## config.mk

```make
export PLATFORM = sky130hd
export DESIGN_NAME = memory_stage
export DESIGN_NICKNAME = d
export VERILOG_FILES = /design/src/rtl/memory_stage.sv
export SDC_FILE = /design/constraint.sdc
export NUM_CORES = 1
export LEC_CHECK = 0
export BUFFER_PORTS_ARGS = -buffer_cell sky130_fd_sc_hd__buf_2
export CAP_MARGIN = 20
export CORE_AREA = 3 3 148 93
export DETAILED_ROUTE_END_ITERATION = 16
export DIE_AREA = 0 0 151 96
export GPL_ROUTABILITY_DRIVEN = 0
export HOLD_SLACK_MARGIN = 0.06
export PLACE_DENSITY = 0.83
export SYNTH_ARGS = -nofsm -noshare
export SYNTH_HDL_FRONTEND = slang
export SYNTH_SLANG_ARGS = --single-unit
```

## constraint.sdc

```tcl
create_clock -name clock -period 2.8 [get_ports clock]
set_input_delay 0.14 -clock clock [delete_from_list [all_inputs] [get_ports clock]]
set_output_delay 0.14 -clock clock [all_outputs]
set_load 0.01 [all_outputs]
```

## src/rtl/memory_stage.sv

```systemverilog
// memory_stage: fourth stage of the five-stage ECE350 pipeline.
//
// Latches the execute-stage bundle, performs lw/sw accesses over a
// request/ready handshake with variable latency, freezes the front of the
// pipeline while an access is outstanding, and hands a registered
// instruction/result pair to writeback together with forwarding info.
//
// Ports:
//   clock, reset        rising-edge clock, synchronous active-high reset
//   insnIn              instruction from execute
//   dataExecIn          ALU result or lw/sw effective address
//   rdIn                store data (rt value)
//   dmemReady           memory completed the current request
//   dmemDataIn          load data from memory
//   dmemReq, dmemWe     access request / write enable
//   dmemAddr            word address (ADDR_W bits)
//   dmemDataOut         store data
//   stall               freeze PC, fetch, decode and execute latches
//   insnOut, dataMemOut registered instruction/result to writeback
//   bypassValid/Reg/Data forwarding info for the held instruction
//   memError            sticky access-timeout flag
module memory_stage #(
  parameter int ADDR_W   = 12,
  parameter int MAX_WAIT = 255
) (
  input  logic              clock,
  input  logic              reset,
  input  logic [31:0]       insnIn,
  input  logic [31:0]       dataExecIn,
  input  logic [31:0]       rdIn,
  input  logic              dmemReady,
  input  logic [31:0]       dmemDataIn,
  output logic              dmemReq,
  output logic              dmemWe,
  output logic [ADDR_W-1:0] dmemAddr,
  output logic [31:0]       dmemDataOut,
  output logic              stall,
  output logic [31:0]       insnOut,
  output logic [31:0]       dataMemOut,
  output logic              bypassValid,
  output logic [4:0]        bypassReg,
  output logic [31:0]       bypassData,
  output logic              memError
);

  localparam logic [4:0]  OP_RTYPE = 5'b00000;
  localparam logic [4:0]  OP_ADDI  = 5'b00101;
  localparam logic [4:0]  OP_SETX  = 5'b10101;
  localparam logic [4:0]  OP_JAL   = 5'b00011;
  localparam logic [4:0]  OP_LW    = 5'b01000;
  localparam logic [4:0]  OP_SW    = 5'b00111;
  localparam logic [7:0]  MAX_WAIT_C = 8'(MAX_WAIT);
  // Aborted accesses are replaced by "addi $30, 6" so software sees a status code.
  localparam logic [31:0] ABORT_INSN = 32'h2F80_0000;
  localparam logic [31:0] ABORT_DATA = 32'd6;

  typedef enum logic {ST_IDLE, ST_WAIT} state_e;

  state_e      state_q, state_d;
  logic [7:0]  waitCnt_q, waitCnt_d;
  logic [31:0] insnLatch_q, addrLatch_q, storeLatch_q;
  logic [31:0] insnOut_q, insnOut_d;
  logic [31:0] dataOut_q, dataOut_d;
  logic        memError_q, memError_d;

  logic [4:0]  opcode;
  logic        isLw, isSw, isMem, isJal, writesReg;
  logic        memReq, stallInt, complete, abort;

  // Decode of the held instruction.
  assign opcode    = insnLatch_q[31:27];
  assign isLw      = (opcode == OP_LW);
  assign isSw      = (opcode == OP_SW);
  assign isMem     = isLw | isSw;
  assign isJal     = (opcode == OP_JAL);
  assign writesReg = isLw | isJal | (opcode == OP_RTYPE) |
                     (opcode == OP_ADDI) | (opcode == OP_SETX);

  // Memory interface driven straight from the latch so it is stable while the request is held.
  assign dmemReq     = memReq;
  assign dmemWe      = isSw & memReq;
  assign dmemAddr    = addrLatch_q[ADDR_W-1:0];
  assign dmemDataOut = storeLatch_q;
  assign stall       = stallInt;

  // Forwarding info; lw data is not known yet so it never bypasses from here.
  assign bypassReg   = isJal ? 5'd31 : insnLatch_q[26:22];
  assign bypassValid = writesReg & (bypassReg != 5'd0) & ~isLw;
  assign bypassData  = addrLatch_q;

  assign insnOut    = insnOut_q;
  assign dataMemOut = dataOut_q;
  assign memError   = memError_q;

  // Input latch: follows execute unless the stage is stalled.
  always_ff @(posedge clock) begin
    if (reset) begin
      insnLatch_q  <= 32'd0;
      addrLatch_q  <= 32'd0;
      storeLatch_q <= 32'd0;
    end else if (!stallInt) begin
      insnLatch_q  <= insnIn;
      addrLatch_q  <= dataExecIn;
      storeLatch_q <= rdIn;
    end
  end

  // Access FSM: a memory op first requests in IDLE; only a miss there moves to WAIT.
  // waitCnt counts request cycles already spent, so the abort lands on request MAX_WAIT+1.
  always_comb begin
    state_d   = state_q;
    waitCnt_d = waitCnt_q;
    memReq    = 1'b0;
    stallInt  = 1'b0;
    complete  = 1'b0;
    abort     = 1'b0;
    case (state_q)
      ST_IDLE: begin
        if (isMem) begin
          memReq = 1'b1;
          if (dmemReady) begin
            complete = 1'b1;
          end else begin
            stallInt  = 1'b1;
            state_d   = ST_WAIT;
            waitCnt_d = 8'd1;
          end
        end
      end
      ST_WAIT: begin
        memReq = 1'b1;
        if (dmemReady) begin
          complete  = 1'b1;
          state_d   = ST_IDLE;
          waitCnt_d = 8'd0;
        end else if (waitCnt_q == MAX_WAIT_C) begin
          abort     = 1'b1;
          state_d   = ST_IDLE;
          waitCnt_d = 8'd0;
        end else begin
          stallInt  = 1'b1;
          waitCnt_d = waitCnt_q + 8'd1;
        end
      end
      default: state_d = ST_IDLE;
    endcase
  end

  // Writeback result selection; a ready in the timeout cycle wins because abort requires !dmemReady.
  always_comb begin
    insnOut_d  = insnLatch_q;
    dataOut_d  = addrLatch_q;
    memError_d = memError_q;
    if (abort) begin
      insnOut_d  = ABORT_INSN;
      dataOut_d  = ABORT_DATA;
      memError_d = 1'b1;
    end else if (stallInt) begin
      insnOut_d = 32'd0;
      dataOut_d = 32'd0;
    end else if (complete) begin
      if (isLw && insnLatch_q[26:22] != 5'd0) begin
        dataOut_d = dmemDataIn;
      end else begin
        dataOut_d = 32'd0;
      end
    end
  end

  // State, counter and output registers.
  always_ff @(posedge clock) begin
    if (reset) begin
      state_q    <= ST_IDLE;
      waitCnt_q  <= 8'd0;
      insnOut_q  <= 32'd0;
      dataOut_q  <= 32'd0;
      memError_q <= 1'b0;
    end else begin
      state_q    <= state_d;
      waitCnt_q  <= waitCnt_d;
      insnOut_q  <= insnOut_d;
      dataOut_q  <= dataOut_d;
      memError_q <= memError_d;
    end
  end

endmodule

```

==> results of run 1 <==
per-layer routing:
layer	wire, um	global-route usage, %	vias to the layer above
li1	-	-	2793
met3	1950	9.41	77
met1	8000	31.6	2916
met2	10200	47.6	352
met5	0	0	-
met4	854	15.2	0
cell usage in the layout (no fill, tap or decap), types with 2 or more instances in the layout:
| cell type | instances |
|---|---|
| dfxtp_1 | 170 |
| inv_8 | 2 |
| a211oi_2 | 28 |
| nand3_1 | 37 |
| inv_6 | 4 |
| buf_2 | 280 |
| nand2_1 | 9 |
| dlygate4sd3_1 | 127 |
| buf_12 | 3 |
| buf_4 | 10 |
| clkinv_4 | 3 |
| clkbuf_8 | 2 |
| a211oi_1 | 2 |
| o211ai_1 | 32 |
| a21boi_1 | 2 |
| a21o_1 | 7 |
| nor2_1 | 8 |
| or2_2 | 6 |
| clkinvlp_4 | 2 |
| a21oi_4 | 2 |
| or3_1 | 2 |
| a311oi_1 | 2 |
| a31oi_1 | 4 |
| a21oi_1 | 6 |
| a22o_1 | 96 |
| inv_1 | 3 |
| o21a_1 | 3 |
| and2_1 | 2 |
| o21ai_0 | 6 |
| nor2b_1 | 3 |
| clkbuf_16 | 17 |
| nor3_1 | 2 |
| nor3b_1 | 26 |
sequential cells by signal (all words and copies together), names as in the netlist:
name / cells
dataMemOut: 32
insnLatch_q: 32
bypassData: 32
memError: 1
state_q: 1
dmemDataOut: 32
insnOut: 32
waitCnt_q: 8
power by group through the flow:
stage	clock network [mW]	registers [mW]	logic (mW)
CTS	2.34	2.65	0.759
global placement	0	2.70	0.602
floorplan	0	2.74	0.302
finish	2.31	2.66	0.777
global route	2.44	2.67	0.833
detailed placement	0	2.70	0.620
cell families after synthesis:
logic type	Yosys count	synth area share (%)
AOI/OAI and AO/OA	198	28.0
adders and majority gates	1	0.202
buffers and inverters	68	6.38
DFF	170	55.1
and+or+nand+nor	105	10.4
metrics by stage:
stage	total power, mW	hold WS [ns]	std cells
3_3_place_gp	3.30	0.354	941
3_5_place_dp	3.32	0.359	941
5_1_grt	5.94	0.0904	1100
4_1_cts	5.75	0.0839	1100
2_1_floorplan	3.04	0.273	542
6_report	5.74	0.101	1100
timing repair:
item | 4_1_cts | 5_1_grt
buffers inserted | 0 | 0
endpoints found under the hold margin | 127 | 0
hold buffers | 127 | 0
endpoints found under the setup margin | 0 | 0
worst reg2reg max path: stages, from the launching register on:
cell	delay (ns)
dfxtp_1	0.38
ha_1	0.24
nand4_1	0.21
o21ai_1	0.45
and3_4	0.32
buf_12	0.27
a22o_1	0.25
how the worst max path moves through the flow:
stage,from,end,slack (ns)
after global routing,insnLatch_q[23],bypassValid,0.39
after detailed placement,waitCnt_q[0],dataMemOut[1],0.69
after CTS,insnLatch_q[23],bypassValid,0.51
after global placement,waitCnt_q[0],dataMemOut[1],0.82
final,insnLatch_q[23],bypassValid,0.56
after floorplan,waitCnt_q[0],insnLatch_q[10],0.91
cell type report:
type,count,area [um^2]
Tap cell,170,213
Fill cell,804,3140
Inverter,4,15.0
Timing Repair Buffer,420,2810
Multi-Input combinational cell,304,2410
Clock buffer,20,457
Clock inverter,12,129
Sequential cell,170,3400
==> impl_metrics.toml, run 1 <==
[cts]
cts_tree = "yes"
clock_latency_ns = 0.41
clkTransAtPathRegs_ns = 0.07
cts_made_buffers = 17
h-tree-depth = 4
cts_buffer_depth = 2
cts_sinks = 170
root_buffer = "clkbuf_16"
cts_resized = 0

[critical_path]
rr_startpoint = "waitCnt_q[0]"
worst-setup-path-type = "reg -> out"
crit_family = "simple AND/OR/NAND/NOR gates"
crit_fanout = 4
max_stage_delay_ns = 0.75
worstPathRequired_ns = 2.66
cpMaxStageDelayCell = "nor4_1"
timing.rr.end = "dmemDataOut[22]"
path_buf_inv = 1
path_depth = 5
r2r_cells = 6
arrival_ns = 2.10
cp-start-kind = "flop"
ff2ff_setup_slack_ns = 0.63
path_cells = "nor4_1, a221oi_1, a31oi_1, nor2_1, buf_2"
end_kind = "output pin"

[logic_synthesis]
synth_warnings = 0
ys_types = 46
syn_inst = 542
async_flop_share_pct = 0
yosysMostFrequentCell = "dfxtp_1"
synthTopCellsByCount = "dfxtp_1, a22o_1, nand3_1, o211ai_1, clkbuf_1"
syn_avg_cell_area_um2 = 11.4
synth.top_cell.area_share_pct = 55.1
synth_area_leaders = "dfxtp_1, a22o_1, a211oi_2, o211ai_1, nor3b_1"
yosysTopAreaCell = "dfxtp_1"
ys.flop_type = "dfxtp_1"
synth-seq-area-share_pct = 55.1
synthesis.nets = 674
synth_area_mm2 = 0.00618
ys_seq_elements = 170
synth_edf_count = 0

[layout]
final_util_pct = 75.0
n_antenna_cell = 0
fin_area_mm2 = 0.00943
drive_above_1_share_pct = 39.6
nets = 1049
syn_to_final_growth_pct = 52.7

[power_and_ir_drop]
seq_power_share_pct = 46.3
irDropWorstVdd_v = 0.000498
p_leak_nw = 4.29
power_switching_mw = 1.46
p_comb_share_pct = 13.5
p_int_mw = 4.28
p_sw_share_pct = 25.5
p_per_area_mw_per_mm2 = 608
pwr-share-clk_pct = 40.2

[timing]
max_freq_mhz = 446
relSlewSlack_pct = 43.7
fin_crit_sh_pct = 80.1
finalWorstSetupSlack_ns = 0.557
slew_viol_final = 0
skew_ns = 0.0157
fin_crit_ns = 2.24
timing.setup.tns_ns = 0
hold_viol_final = 0
setup_viol_count_final = 0
rsz0062_at_grt = "no"
tightestPinTransition_ns = 0.836

[place]
dp_slack_ns = 0.691
io_buffers = 280
dp_hpwl_um = 12600
place_area_mm2 = 0.00758

[routing]
vias_per_cell = 5.58
drt_iter0_markers = 375
wl_per_cell_um = 19.1
drtAntennaViolNets = 0
totalWireLength_um = 21000
drt_pass1_iterations = 6
drc = 0
via_count = 6138

[floorplanning]
fp.dieArea_mm2 = 0.0145
rows = 32
die_width_um = 151
die_y_um = 96
core-area_mm2 = 0.0126
ios = 281
start_util_pct = 49.2

[hold_path]
holdPathEnd = "dataMemOut[20]"
hold_path_class = "in -> reg"
worstHoldStart = "dmemDataIn[20]"
whs_path_depth = 3

[global_routing]
grt_pass1_wl_um = 32100
grt_pass1_vias = 6267
antenna_found_initial = 0
grt_max_degree = 66
grt-ovfl-total = 0
grt_use_total_pct = 28.1

[status]
status = "finished clean"

[job]
drv_cap = 0
Note: power is estimated with default switching activity, not from simulation.
==> run 2, diff against run 1 <==
==> config.mk (replaced) <==
export PLATFORM = sky130hd
export DESIGN_NAME = memory_stage
export DESIGN_NICKNAME = d
export VERILOG_FILES = /design/src/rtl/memory_stage.sv
export SDC_FILE = /design/constraint.sdc
export NUM_CORES = 1
export LEC_CHECK = 0
export ABC_AREA = 1
export BUFFER_PORTS_ARGS = -buffer_cell sky130_fd_sc_hd__buf_2
export CAP_MARGIN = 20
export CORE_AREA = 3 3 162 101
export DETAILED_ROUTE_END_ITERATION = 16
export DIE_AREA = 0 0 165 104
export GPL_ROUTABILITY_DRIVEN = 0
export HOLD_SLACK_MARGIN = 0.06
export PLACE_DENSITY = 0.75
export SYNTH_ARGS = -nofsm -noshare
export SYNTH_HDL_FRONTEND = slang
export SYNTH_SLANG_ARGS = --single-unit
==> constraint.sdc (replaced) <==
create_clock -name clock -period 2 [get_ports clock]
set_input_delay 0.1 -clock clock [delete_from_list [all_inputs] [get_ports clock]]
set_output_delay 0.1 -clock clock [all_outputs]
set_load 0.01 [all_outputs]
==> impl_metrics.toml, run 2 <==
[cts]
clock_latency_ns = 0.41
cts_buffer_depth = 2
cts_sinks = 170
cts_made_buffers = 17
cts_tree = "yes"
root_buffer = "clkbuf_16"
clkTransAtPathRegs_ns = 0.07
h-tree-depth = 4

[critical_path]
cp-start-kind = "flop"
arrival_ns = 2.20
r2r_cells = 11
rr_startpoint = "waitCnt_q[1]"
worst-setup-path-type = "reg -> reg"
worstPathRequired_ns = 2.35
timing.rr.end = "insnLatch_q[25]"
crit_fanout = 28
ff2ff_setup_slack_ns = 0.16
end_kind = "flop"

[global_routing]
busiest_layer = "met2"
grt_use_met3_pct = 6.61
antenna_found_initial = 0
grt_pass1_wl_um = 29800
grt_pass1_vias = 6080
grt_use_total_pct = 21.5
grt_max_degree = 63
met2_usage_pct = 36.7
grt-ovfl-total = 0
gr-usage-met1_pct = 26.5

[hold_path]
whs_path_depth = 5
holdPathEnd = "dataMemOut[15]"
worstHoldStart = "dmemDataIn[15]"
hold_path_class = "in -> reg"

[logic_synthesis]
yosysTopAreaCell = "dfxtp_1"
synthTopCellsByCount = "nand2_1, dfxtp_1, inv_1, nor2_1, o21ai_0"
ys.flop_type = "dfxtp_1"
ys_seq_elements = 170
synth_area_leaders = "dfxtp_1, nand2_1, inv_1, nor2_1, o21ai_0"
synth_warnings = 0
yosysMostFrequentCell = "nand2_1"
synth_area_mm2 = 0.00628
synthesis.nets = 997
synth_edf_count = 0
async_flop_share_pct = 0
synth-seq-area-share_pct = 54.2
synth.top_cell.area_share_pct = 54.2
syn_inst = 865
syn_avg_cell_area_um2 = 7.26
ys_types = 22

[routing]
drc = 0
totalWireLength_um = 19400
drt_pass1_iterations = 5
wl_per_cell_um = 13.4
vias_per_cell = 4.47
drtAntennaViolNets = 0
drt_iter0_markers = 453
via_count = 6490

[timing]
setup_viol_count_final = 0
timing.setup.tns_ns = 0
fin_crit_ns = 1.84
slew_viol_final = 0
holdWs_ns = 0.0812
rsz0062_at_grt = "no"
fin_crit_sh_pct = 92.2
tightestPinTransition_ns = 0.300
max_freq_mhz = 542
hold_viol_final = 0
relSlewSlack_pct = 80.0
skew_ns = 0.0120

[job]
drv_cap = 0

[floorplanning]
ios = 281
die_y_um = 104
fp.dieArea_mm2 = 0.0172
start_util_pct = 41.5
core-area_mm2 = 0.0151
die_width_um = 165
rows = 35

[power_and_ir_drop]
irDropWorstVdd_v = 0.000558
p_per_area_mw_per_mm2 = 839
p_leak_nw = 5.30

[layout]
layout_commonest_cell = "nand2_1"
nets = 1369
layout_common_cells = "nand2_1, buf_2, dfxtp_1, dlygate4sd3_1, inv_1"
syn_to_final_growth_pct = 52.3
fin_area_mm2 = 0.00956
drive_above_1_share_pct = 27.5
n_antenna_cell = 0
fillers = 1287

[status]
status = "finished clean"

[place]
place_area_mm2 = 0.00781
dp_hpwl_um = 11900
io_buffers = 280
[run 2: changes by cell type in the layout (fill, tap and decap cells not counted), sizes merged, moves of 5 or more]
cell         change
nand3           -23
nand2          +356
a22o            -96
dlygate4sd3     -21
inv             +99
nand4            +5
a211oi          -31
a21o             -7
o211ai          -33
o21ai           +31
nor2            +93
nor3b           -26
[run 2: metal layers]
metal	vias up	share of wire, %
li1	3302	-
met1	2923	43
met2	249	48
met3	16	8.6
met4	0	0.78
met5	-	0
[run 2: worst max path at each step]
stage	startpoint	end	slack, ns	cells after the start
final	waitCnt_q[1]	insnLatch_q[25]	0.16	11
after global routing	waitCnt_q[1]	insnLatch_q[25]	0.04	11
after CTS	waitCnt_q[0]	stall	0.08	7
after detailed placement	waitCnt_q[0]	insnLatch_q[23]	0.14	10
after global placement	waitCnt_q[0]	dmemDataOut[3]	0.26	10
after floorplan	waitCnt_q[0]	bypassData[0]	0.37	11
[run 2: stage by stage]
| stage | utilization [%] | cells | total power [mW] | setup WS [ns] |
|---|---|---|---|---|
| 6_report | 63.3 | 1453 | 8.02 | 0.156 |
| 5_1_grt | 63.3 | 1453 | 8.38 | 0.0352 |
| 4_1_cts | 62.6 | 1446 | 8.04 | 0.0812 |
| 3_5_place_dp | 51.7 | 1308 | 4.64 | 0.141 |
| 3_3_place_gp | 51.7 | 1308 | 4.63 | 0.257 |
| 2_1_floorplan | - | 865 | 4.23 | 0.366 |
[run 2: cell type report]
type                            count  area (um^2)  area share, %
Timing Repair Buffer              403         2720           28.4
Sequential cell                   170         3400           35.6
Tap cell                          203          254           2.66
Clock buffer                       18          439           4.59
Multi-Input combinational cell    543         2210           23.1
Inverter                          102          383           4.01
Clock inverter                     14          151           1.58
[run 2: critical path: stages, from the launching register on]
cell and delay, ns:
dfxtp_1 0.40, ha_1 0.19, nand2_1 0.13, nor2_4 0.15
nand3_2 0.11, nand2_1 0.10, nor2_2 0.06, nor2_4 0.15
buf_4 0.14, buf_12 0.17, nand2_1 0.09, nand2_1 0.08
[run 2: logic make-up (layout without fill, tap and decap cells)]
| kind of cell | count (synthesis) | after routing | share of synthesized area, % |
|---|---|---|---|
| AOI/OAI and AO/OA | 51 | 51 | 4.17 |
| and+or+nand+nor | 491 | 491 | 30.7 |
| buffers and inverters | 152 | 537 | 10.8 |
| adders and majority gates | 1 | 1 | 0.199 |
| DFF | 170 | 170 | 54.2 |
[run 2: timing repair]
item | CTS | global route
resized for setup | 0 | 2
setup buffers | 0 | 4
hold buffers | 106 | 0
endpoints found under the hold margin | 111 | 0
setup endpoints to repair | 0 | 83
[run 2: where the power goes]
group / internal [mW] / switching (mW) / total [mW] / leakage [nW]
logic: 0.521 / 0.556 / 1.08 / 3.60
registers: 3.59 / 0.109 / 3.70 / 1.41
clock network: 1.71 / 1.54 / 3.24 / 0.291
total: 5.82 / 2.20 / 8.02 / 5.30
==> run 3, diff against run 2 <==
--- a/config.mk
+++ b/config.mk
@@ -7,13 +7,12 @@
 export LEC_CHECK = 0
 export ABC_AREA = 1
 export BUFFER_PORTS_ARGS = -buffer_cell sky130_fd_sc_hd__buf_2
-export CAP_MARGIN = 20
 export CORE_AREA = 3 3 162 101
 export DETAILED_ROUTE_END_ITERATION = 16
 export DIE_AREA = 0 0 165 104
 export GPL_ROUTABILITY_DRIVEN = 0
 export HOLD_SLACK_MARGIN = 0.06
-export PLACE_DENSITY = 0.75
+export PLACE_DENSITY_LB_ADDON = 0.05
 export SYNTH_ARGS = -nofsm -noshare
 export SYNTH_HDL_FRONTEND = slang
 export SYNTH_SLANG_ARGS = --single-unit
==> impl_metrics.toml, run 3 (same netlist as run 2, synthesis figures left out) <==
[floorplanning]
core-area_mm2 = 0.0151
ios = 281
die_y_um = 104
die_width_um = 165
start_util_pct = 41.5
rows = 35
fp.dieArea_mm2 = 0.0172

[routing]
vias_per_cell = 4.26
drc = 0
totalWireLength_um = 18000
drt_iter0_markers = 454
drt_pass1_iterations = 5
via_count = 6170
drtAntennaViolNets = 0
wl_per_cell_um = 12.4

[cts]
root_buffer = "clkbuf_16"
cts_tree = "yes"
post_cts_buffers = 0
clkTransAtPathRegs_ns = 0.07
h-tree-depth = 4
clock_latency_ns = 0.42
cts_made_buffers = 17
cts_buffer_depth = 2
cts_sinks = 170

[global_routing]
grt_use_total_pct = 20.8
antenna_found_initial = 0
grt_pass1_wl_um = 29100
grt-ovfl-total = 0
grt_max_degree = 63
grt_pass1_vias = 5792

[critical_path]
arrival_ns = 1.72
timing.rr.end = "bypassData[14]"
worstPathRequired_ns = 1.90
ff2ff_setup_slack_ns = 0.22
worst-setup-path-type = "reg -> out"
r2r_cells = 10
crit_fanout = 6
end_kind = "output pin"
cp-start-kind = "flop"
rr_startpoint = "waitCnt_q[0]"

[timing]
fin_crit_sh_pct = 90.9
hold_viol_final = 0
rsz0062_at_grt = "no"
timing.setup.tns_ns = 0
tightestPinTransition_ns = 0.405
skew_ns = 0.0136
setup_viol_count_final = 0
fin_crit_ns = 1.82
slew_viol_final = 0
max_freq_mhz = 550
relSlewSlack_pct = 73.0

[layout]
n_antenna_cell = 0
drive_above_1_share_pct = 26.7
syn_to_final_growth_pct = 50.9
nets = 1366
stdcell_count = 1450
layout_commonest_cell = "nand2_1"
layout_common_cells = "nand2_1, buf_2, dfxtp_1, dlygate4sd3_1, inv_1"

[hold_path]
hold_path_class = "in -> reg"
whs_path_depth = 5
holdPathEnd = "dataMemOut[22]"
worstHoldStart = "dmemDataIn[22]"

[power_and_ir_drop]
p_per_area_mw_per_mm2 = 834
p_leak_nw = 5.24
irDropWorstVdd_v = 0.000585

[place]
dp.cells = 1307
io_buffers = 280
dp_hpwl_um = 11900

[job]
drv_cap = 0

[status]
status = "finished clean"
## run 3: changes by cell type in the layout (fill, tap and decap cells not counted), sizes merged
cell and change:
clkbuf -1, dlygate4sd3 +5, clkinvlp +1, clkinv -2, buf -6, inv -1, bufinv +1
## run 3: through the flow
step           hold WS [ns]  setup slack [ns]  total power, mW  instance area, um^2  util, %
2_1_floorplan         0.210             0.366             4.23                 6280        -
3_3_place_gp          0.293             0.245             4.63                 7790     51.6
3_5_place_dp          0.297             0.192             4.64                 7790     51.6
4_1_cts              0.0603             0.148             7.99                 9470     62.7
5_1_grt               0.103            0.0522             8.29                 9470     62.7
6_report             0.0716             0.182             7.90                 9470     62.7
## run 3: area by class of cell
type                       count  area, um^2
fill                        1438        5630
sequential                   170        3400
timing repair buffer         400        2660
multi-input combinational    543        2210
clock buffer                  19         433
inverter                     102         383
tap                          203         254
clock inverter                13         135
## run 3: per-layer routing
| layer | part of all wire (%) | wire (um) | up-vias | GRT usage (%) |
|---|---|---|---|---|
| met5 | 0 | 0 | - | 0 |
| met4 | 1.2 | 209 | 0 | 4.55 |
| met3 | 6.6 | 1180 | 16 | 5.41 |
| met2 | 46 | 8280 | 183 | 34.0 |
| met1 | 46 | 8340 | 2671 | 27.6 |
| li1 | - | - | 3300 | - |
## run 3: worst max path at each step
| stage | cells after the start | to | slack, ns | from |
|---|---|---|---|---|
| after floorplan | 11 | bypassData[0] | 0.37 | waitCnt_q[0] |
| after global placement | 10 | bypassData[14] | 0.25 | waitCnt_q[0] |
| after detailed placement | 10 | dmemDataOut[30] | 0.19 | waitCnt_q[0] |
| after CTS | 7 | stall | 0.15 | waitCnt_q[0] |
| after global routing | 10 | bypassData[3] | 0.05 | waitCnt_q[0] |
| final | 7 | stall | 0.18 | waitCnt_q[0] |
## run 3: timing repair
| item | in CTS | in global routing |
|---|---|---|
| setup endpoints to repair | 0 | 11 |
| endpoints found under the hold margin | 116 | 0 |
| hold buffers | 111 | 0 |
| resized for setup | 0 | 1 |
## run 3: worst max-delay path, stage by stage, from the launching register on
cell and delay [ns]:
dfxtp_1 0.34, ha_1 0.21, nand2_1 0.16, nor2_4 0.07
nand3_2 0.10, nand2_1 0.07, nor2_2 0.18, buf_2 0.18
## run 3: power breakdown
| part | internal, mW | total [mW] | switching (mW) |
|---|---|---|---|
| combinational | 0.502 | 1.03 | 0.532 |
| sequential | 3.59 | 3.70 | 0.104 |
| clock | 1.75 | 3.17 | 1.42 |
| total | 5.85 | 7.90 | 2.05 |
